### config.mk
export PLATFORM = sky130hd
export DESIGN_NAME = vec_dist_mac_flat
export DESIGN_NICKNAME = d
export VERILOG_FILES = /design/src/rtl/vec_dist_mac_if.sv /design/src/rtl/vec_dist_mac.sv /design/src/flat_wrapper.sv
export SDC_FILE = /design/constraint.sdc
export NUM_CORES = 1
export LEC_CHECK = 0
export ABC_AREA = 1
export ABC_CLOCK_PERIOD_IN_PS = 3500
export CAP_MARGIN = 25
export CORE_MARGIN = 2
export CORE_UTILIZATION = 38
export CTS_CLUSTER_DIAMETER = 30
export DETAILED_ROUTE_END_ITERATION = 7
export MAX_ROUTING_LAYER = met4
export PLACE_DENSITY = 0.65
export SLEW_MARGIN = 20
export SYNTH_ARGS = -nofsm -noshare
export SYNTH_HDL_FRONTEND = slang
export SYNTH_SLANG_ARGS = --single-unit
### constraint.sdc
create_clock -name clk -period 3.5 [get_ports clk]
set_input_delay 0.7 -clock clk [delete_from_list [all_inputs] [get_ports clk]]
set_output_delay 0.7 -clock clk [all_outputs]
set_load 0.01 [all_outputs]
### src/rtl/vec_dist_mac_if.sv
// vec_dist_mac_if: handshake and data bundle for vec_dist_mac.
//   master : job requester / beat source / result sink (drives start, mode,
//            len, in_valid, a, b, out_ready)
//   slave  : the vec_dist_mac engine (drives in_ready, out_valid, result,
//            ovf, busy)
interface vec_dist_mac_if #(
  parameter int unsigned DW    = 16,
  parameter int unsigned LANES = 1,
  parameter int unsigned AW    = 36,
  parameter int unsigned LW    = 16
) ();
  logic                  start;
  logic                  mode;
  logic [LW-1:0]         len;
  logic                  in_valid;
  logic                  in_ready;
  logic [LANES*DW-1:0]   a;
  logic [LANES*DW-1:0]   b;
  logic                  out_valid;
  logic                  out_ready;
  logic [AW-1:0]         result;
  logic                  ovf;
  logic                  busy;

  modport master (
    output start, mode, len, in_valid, a, b, out_ready,
    input  in_ready, out_valid, result, ovf, busy
  );

  modport slave (
    input  start, mode, len, in_valid, a, b, out_ready,
    output in_ready, out_valid, result, ovf, busy
  );
endinterface

### src/rtl/vec_dist_mac.sv
// vec_dist_mac: streaming multi-lane accumulator computing either a dot
// product (mode 0: sum of a_i*b_i) or an L1 distance (mode 1: sum of |a_i-b_i|)
// over a job of len beats, with a saturating AW-bit accumulator.
// Ports:
//   clk    : sole clock, rising edge
//   reset  : asynchronous, active-low
//   io     : vec_dist_mac_if slave (start/mode/len job request, in_valid/
//            in_ready beat stream a/b, out_valid/out_ready result handshake,
//            result, sticky ovf, busy)
module vec_dist_mac #(
  parameter int unsigned DW    = 16,
  parameter int unsigned LANES = 1,
  parameter int unsigned AW    = 36,
  parameter int unsigned LW    = 16
) (
  input  logic          clk,
  input  logic          reset,
  vec_dist_mac_if.slave io
);
  // Lane-sum width is sized so a full beat can never overflow it.
  localparam int unsigned SW   = 2*DW + $clog2(LANES);
  localparam int unsigned SUMW = ((AW > SW) ? AW : SW) + 1;

  typedef enum logic [1:0] {IDLE, RUN, DRAIN, DONE} state_t;

  state_t          r_state;
  state_t          w_next;

  logic            r_mode;
  logic [LW-1:0]   r_len;
  logic [LW-1:0]   r_cnt;
  logic [SW-1:0]   r_s1;
  logic            r_s1_v;
  logic [AW-1:0]   r_acc;
  logic            r_ovf;

  logic [SW-1:0]   w_lane_sum;
  logic [SUMW-1:0] w_sum;
  logic            w_job_start;
  logic            w_accept;
  logic            w_last;

  function automatic logic [DW-1:0] absdiff(input logic [DW-1:0] x,
                                            input logic [DW-1:0] y);
    return (x >= y) ? (x - y) : (y - x);
  endfunction

  always_comb begin
    w_job_start = (r_state == IDLE) && io.start;
    w_accept    = (r_state == RUN) && io.in_valid;
    w_last      = w_accept && (r_cnt == (r_len - LW'(1)));
  end

  // Stage-1 combinational lane reduction
  always_comb begin
    w_lane_sum = '0;
    for (int unsigned i = 0; i < LANES; i++) begin
      if (r_mode)
        w_lane_sum = w_lane_sum + SW'(absdiff(io.a[i*DW +: DW], io.b[i*DW +: DW]));
      else
        w_lane_sum = w_lane_sum + (SW'(io.a[i*DW +: DW]) * SW'(io.b[i*DW +: DW]));
    end
  end

  // One spare bit above the accumulator exposes any carry past 2^AW-1.
  always_comb begin
    w_sum = SUMW'(r_acc) + SUMW'(r_s1);
  end

  always_ff @(posedge clk or negedge reset) begin
    if (!reset) r_state <= IDLE;
    else        r_state <= w_next;
  end

  always_comb begin
    w_next       = r_state;
    io.in_ready  = 1'b0;
    io.out_valid = 1'b0;
    io.busy      = 1'b1;
    case (r_state)
      IDLE: begin
        io.busy = 1'b0;
        if (io.start) w_next = (io.len != '0) ? RUN : DONE;
      end
      RUN: begin
        io.in_ready = 1'b1;
        if (w_last) w_next = DRAIN;
      end
      // The final beat sits in stage 1 for one cycle, then stage 2 adds it;
      // leaving once stage 1 is empty places out_valid two edges after
      // the last accept.
      DRAIN: begin
        if (!r_s1_v) w_next = DONE;
      end
      DONE: begin
        io.out_valid = 1'b1;
        if (io.out_ready) w_next = IDLE;
      end
      default: w_next = IDLE;
    endcase
  end

  always_ff @(posedge clk or negedge reset) begin
    if (!reset) begin
      r_mode <= 1'b0;
      r_len  <= '0;
      r_cnt  <= '0;
      r_s1   <= '0;
      r_s1_v <= 1'b0;
      r_acc  <= '0;
      r_ovf  <= 1'b0;
    end else begin
      if (w_job_start) begin
        r_mode <= io.mode;
        r_len  <= io.len;
        r_cnt  <= '0;
        r_acc  <= '0;
        r_ovf  <= 1'b0;
      end
      if (w_accept) begin
        r_cnt <= r_cnt + LW'(1);
        r_s1  <= w_lane_sum;
      end
      r_s1_v <= w_accept;
      // r_s1_v is never set in IDLE, so this cannot collide with the clear.
      if (r_s1_v) begin
        if (w_sum[SUMW-1:AW] != '0) begin
          r_acc <= '1;
          r_ovf <= 1'b1;
        end else begin
          r_acc <= w_sum[AW-1:0];
        end
      end
    end
  end

  assign io.result = r_acc;
  assign io.ovf    = r_ovf;
endmodule

### src/flat_wrapper.sv
// flat-port wrapper written by rule: the top's interface ports become plain ports
module vec_dist_mac_flat 
#(
  parameter int unsigned DW    = 16,
  parameter int unsigned LANES = 1,
  parameter int unsigned AW    = 36,
  parameter int unsigned LW    = 16
)
  (clk, reset, io_start, io_mode, io_len, io_in_valid, io_a, io_b, io_out_ready, io_in_ready, io_out_valid, io_result, io_ovf, io_busy);
  vec_dist_mac_if #(.DW(DW), .LANES(LANES), .AW(AW), .LW(LW)) io_i ();
  input  logic clk;
  input  logic reset;
  input wire logic [$bits(io_i.start)-1:0] io_start;
  input wire logic [$bits(io_i.mode)-1:0] io_mode;
  input wire logic [$bits(io_i.len)-1:0] io_len;
  input wire logic [$bits(io_i.in_valid)-1:0] io_in_valid;
  input wire logic [$bits(io_i.a)-1:0] io_a;
  input wire logic [$bits(io_i.b)-1:0] io_b;
  input wire logic [$bits(io_i.out_ready)-1:0] io_out_ready;
  output wire logic [$bits(io_i.in_ready)-1:0] io_in_ready;
  output wire logic [$bits(io_i.out_valid)-1:0] io_out_valid;
  output wire logic [$bits(io_i.result)-1:0] io_result;
  output wire logic [$bits(io_i.ovf)-1:0] io_ovf;
  output wire logic [$bits(io_i.busy)-1:0] io_busy;
  assign io_i.start = io_start;
  assign io_i.mode = io_mode;
  assign io_i.len = io_len;
  assign io_i.in_valid = io_in_valid;
  assign io_i.a = io_a;
  assign io_i.b = io_b;
  assign io_i.out_ready = io_out_ready;
  assign io_in_ready = io_i.in_ready;
  assign io_out_valid = io_i.out_valid;
  assign io_result = io_i.result;
  assign io_ovf = io_i.ovf;
  assign io_busy = io_i.busy;
  vec_dist_mac #(.DW(DW), .LANES(LANES), .AW(AW), .LW(LW)) u_core (.clk(clk), .reset(reset), .io(io_i));
endmodule
After elaboration in Yosys (flattened, before gate mapping)
Index checks and enable logic that the tools add are counted.
{ "classes": {"mul": 1, "add_sub_neg": 5, "n_lt_le_gt_ge": 1, "mux": 19, "eq_ne": 8, "n_reduce_logical": 8} }
{ "op_table": {"columns": ["op", "n"], "rows": [
  ["$mux W36", 3],
  ["$mux W16", 3],
  ["$add A36 B32 Y37", 1],
  ["$mul A16 B16 Y32", 1],
  ["$mux W32", 1],
  ["$sub A16 B16 Y16", 2],
  ["$add A16 B1 Y16 const B", 1],
  ["$eq A16 B16 Y1", 1],
  ["$ge A16 B16 Y1", 1],
  ["$reduce_bool A16 Y1", 1],
  ["$sub A16 B1 Y16 const B", 1],
  ["$mux W2", 5],
  ["$pmux W2 S4", 1],
  ["$mux W1", 6],
  ["$ne A2 B2 Y1 const B", 3],
  ["$eq A2 B2 Y1 const B", 2],
  ["$reduce_and A4 Y1", 1],
  ["$reduce_bool A2 Y1", 2],
  ["$logic_and A1 B1 Y1", 3],
  ["$eq A2 B1 Y1 const B", 1],
  ["$logic_not A2 Y1", 1],
  ["$ne A2 B1 Y1 const B", 1]
]} }
{ "totals": {"out_inout_bits": 40, "register_bits": 105, "wordCells": 50} }

Longest topological paths before layout
{ "depth": {"depth_word": 5, "depth_mapped": 28, "mapped_depth_nobuf": 26} }

Worst setup path before layout
OpenSTA, ideal clock, no wires.
{ "synth_path": {"path_type": "input -> register", "start": "input io_b[1]", "end": "register u_core.r_s1[30]", "required_time_ns": 3.374, "slack_ns": -2.270, "arrival_ns": 5.644, "stages": 22, "n_path_buf": 2, "cell_sequence": "clkbuf_1 -> clkbuf_1 -> nand2_1 -> fa_1 -> fa_1 -> fa_1 -> fa_1 -> inv_1 -> fa_1 -> inv_1 -> fa_1 -> inv_1 -> ha_1 -> inv_1 -> o21ai_0 -> a21boi_0 -> nand3_1 -> nand3_1 -> o21ai_0 -> nand2_1 -> nand2_1 -> o21ai_0"} }
{ "synth_between": {"elab_chain_len": 2} }
{ "synth_rtl": {"columns": ["element", "line", "text"], "rows": [
  ["start, declared", "flat_wrapper.sv:18", "input wire logic [$bits(io_i.b)-1:0] io_b;"],
  ["$mul A16 B16 Y32", "vec_dist_mac.sv:61", "w_lane_sum = w_lane_sum + (SW'(io.a[i*DW +: DW]) * SW'(io.b[i*DW +: DW]));"],
  ["$mux W32", "vec_dist_mac.sv:58", "if (r_mode)"],
  ["end signal, assigned", "vec_dist_mac.sv:122", "r_s1 <= w_lane_sum;"],
  ["end, declared", "vec_dist_mac.sv:32", "logic [SW-1:0] r_s1;"]
]} }
No other way between the ends.
A chain may end at the register's enable or synchronous reset.

Final worst setup path
{ "layout_path": {"start": "input io_a[6]", "end": "register u_core.r_s1[25]"} }
{ "layout_between": {"elab_chain_len": 2} }
{ "layout_rtl": {"columns": ["element", "line", "text"], "rows": [
  ["start, declared", "flat_wrapper.sv:17", "input wire logic [$bits(io_i.a)-1:0] io_a;"],
  ["$mul A16 B16 Y32", "vec_dist_mac.sv:61", null],
  ["$mux W32", "vec_dist_mac.sv:58", null]
]} }
No other way between the ends.

==> results.sh <==
export IMPL_status="finished, violations left"
export IMPL_violations="negative setup slack"
export IMPL_start_util=0.3871
export IMPL_skew_ps=9.687
export IMPL_cts_sinks=105
export IMPL_reg2reg_to="u_core.io.result[1]$_DFFE_PN0P_"
export IMPL_cp_arrival_ps=5710
export IMPL_end_kind="flip-flop"
export IMPL_htreeDepth=3
export IMPL_synthAdderAreaFrac=0.3493
export IMPL_yosys_mux_area_fraction=0.0005531
export IMPL_yosysMostFrequentCell="nand2_1"
export IMPL_place_hpwl_um=46360
export IMPL_synth_top_cell_by_area="fa_1"
export IMPL_synthSimpleGateAreaFrac=0.2507
export IMPL_tightest_slew_ps=688.1
export IMPL_wire_per_inst_um=16.69
export IMPL_grt_pass1_wl_um=92920
export IMPL_slew_headroom=0.5413
export IMPL_min_period_ps=5442
export IMPL_syn2layout_area_growth_pct=32.15
export IMPL_cp_max_fo=4
export IMPL_finalHoldViolCount=0
export IMPL_cts_tree="done"
export IMPL_drc=0
export IMPL_rrSetupSlack_ps=780
export IMPL_report_final_slew_viol_count=0
export IMPL_dpl_cell_area_um2=21560
export IMPL_clock_latency_ps=370
export IMPL_finalSetupViolCount=27
export IMPL_fmax_mhz=183.7
export IMPL_design_area_um2=23920
export IMPL_die_y_um=222.2
export IMPL_synth_xor_area_share=0.02758
export IMPL_ys_ff_latch=105
export IMPL_antenna_left=0
export IMPL_crit_type="input port to flip-flop"
export IMPL_grt_pass1_vias=17860
export IMPL_yosysWarningCount=0
export IMPL_place_congestion=0.9373
export IMPL_clk_path_buf_depth=2
export IMPL_gr_total_overflow=0
export IMPL_rows=79
export IMPL_grt_max_degree=63
export IMPL_syn_avg_cell_area_um2=7.020
export IMPL_async_reset_ff_frac=1.000
export IMPL_io_pins=94
export IMPL_io_buffers=93
export IMPL_ys_flop_type="dfrtp_1"
export IMPL_holdBufCountCts=0
export IMPL_antenna_found_initial=0
export IMPL_rsz0062_at_grt="yes"
export IMPL_r2r_start="u_core.io.result[19]$_DFFE_PN0P_"
export IMPL_hold_path_class="input port to asynchronous set/reset pin"
export IMPL_cts_buffers_inserted=9
export IMPL_synth_nets=3019
export IMPL_syn_area_um2=18100
export IMPL_root_buffer="clkbuf_16"
export IMPL_worstPathRequired_ps=3770
export IMPL_ys_types=51
export IMPL_fin_crit_sh=1.555
export IMPL_r2r_cells=10
export IMPL_vias=17610
export IMPL_synth_top_area_share=0.2179
export IMPL_layout_setup_ws_ps=-1942
export IMPL_routed_wirelength_um=58250
export IMPL_drt_iter0_markers=1130
export IMPL_layout_drive_gt1_share=0.2366
export IMPL_synth_compound_area_frac=0.09423
export IMPL_ys_seq_area_frac=0.1452
export IMPL_grtUsageTotal=0.2407
export IMPL_synth_edff_count=0
export IMPL_die_w_um=222.2
export IMPL_path_clk_slew_ps=70
export IMPL_coreArea_um2=46750
export IMPL_fin_nets=3321
export IMPL_dieArea_um2=49390
export IMPL_via_per_inst=5.046
export IMPL_ys_top_cells_by_area="fa_1 22%, nand2_1 15%, dfrtp_1 15%"
export IMPL_cp_start_kind="input port"
export IMPL_synth_top_cells_by_count="727 x nand2_1, 523 x inv_1, 197 x fa_1"
export IMPL_syn_inst=2578
export IMPL_firstDrtPassIters=6
export IMPL_synth_top_family_by_area="adder cells"
export IMPL_diodes=0
export IMPL_max_cap_violations=0
[critical path, cell delays in order]
cell,delay (ps)
buf_8,80
buf_6,110
nand2_4,50
fa_1,550
inv_2,40
fa_1,520
inv_2,50
fa_1,530
inv_2,50
fa_1,510
fa_1,540
inv_1,50
fa_1,490
inv_2,50
ha_4,310
nand2_4,100
inv_4,80
nand2_4,50
nor3_4,200
nand4_1,160
nand3_2,170
a21o_1,160
nand2_1,50
nand2_1,50
o21ai_1,60
[routing by layer]
layer  up-vias  global-route usage  share of wire
met5         -                   -              0
met4         0             0.06626          0.025
met3       104             0.02235          0.039
met2       461              0.4040           0.48
met1      8552              0.3110           0.45
li1       8495                   -              -
[worst max path at each step]
stage	cells past startpoint	to	from
3_5_place_dp	23	u_core.r_s1[24]$_DFFE_PN0P_	io_b[12]
4_1_cts	25	u_core.r_s1[31]$_DFFE_PN0P_	io_b[6]
2_1_floorplan	26	u_core.r_s1[29]$_DFFE_PN0P_	io_a[5]
5_1_grt	25	u_core.r_s1[25]$_DFFE_PN0P_	io_a[6]
6_report	25	u_core.r_s1[25]$_DFFE_PN0P_	io_a[6]
3_3_place_gp	23	u_core.r_s1[24]$_DFFE_PN0P_	io_b[10]
[per-stage QoR]
stage          hold slack (ps)    util  setup WS [ps]  cells  setup TNS [ps]
2_1_floorplan            404.4       -          -1892   2578          -41110
3_3_place_gp             479.8  0.4610          -2645   3403          -63890
3_5_place_dp             478.0  0.4610          -2701   3403          -65980
4_1_cts                  347.2  0.4974          -1807   3482          -41700
5_1_grt                  381.0  0.5115          -2091   3490          -46100
6_report                 332.7  0.5115          -1942   3490          -42600
[cell usage in the layout, fill, tap and decap left out, types with 8 or more instances in the layout]
cell type / count
inv_2: 71
nand3_1: 112
buf_6: 65
a21o_1: 9
nor2_4: 16
nand2_4: 32
fa_1: 178
o21ai_1: 31
clkbuf_16: 9
a21oi_2: 31
nor2_1: 159
o21ai_2: 12
dfrtp_1: 105
clkdlybuf4s50_1: 61
nand2_1: 655
a21oi_4: 10
xor2_1: 39
buf_8: 13
nand4_1: 16
xnor2_1: 14
nor3_1: 13
buf_2: 11
o21bai_1: 8
buf_12: 19
nand2_2: 49
buf_4: 211
o211ai_1: 8
o21ai_0: 68
ha_4: 36
fa_2: 19
nand3_2: 18
ha_1: 150
nor4_1: 9
a21oi_1: 92
inv_1: 446
[cell families (layout without fill, tap and decap cells)]
group	Yosys count	count (layout)
AOI/OAI and AO/OA	303	303
xor gates and xnor gates	57	57
adders and majority gates	387	387
buffers and inverters	623	928
DFF	105	105
muxes	1	1
and+or+nand+nor	1102	1102
[flip-flops by register name (all words and copies together), names as in the netlist]
register          flops
u_core.io.result     36
u_core.r_s1          32
u_core.r_cnt         16
u_core.r_len         16
u_core.r_state        2
u_core.io.ovf         1
u_core.r_mode         1
u_core.r_s1_v         1
[repair_timing]
item | CTS | global route
setup endpoints to repair | 28 | 28
gates cloned | 9 | 0
buffers inserted | 58 | 21
pin swaps | 165 | 155
gates resized for setup | 402 | 181
[layout make-up]
cell class / count / area, µm²
Fill cell: 4472 / 22840
Clock buffer: 10 / 239.0
Clock inverter: 4 / 55.05
Tap cell: 607 / 759.5
Multi-Input combinational cell: 1850 / 14520
Sequential cell: 105 / 2628
Inverter: 526 / 1992
Timing Repair Buffer: 388 / 3720
Power is not shown: default switching activity piles up to over one toggle a cycle in this logic, so the estimate is an artifact.
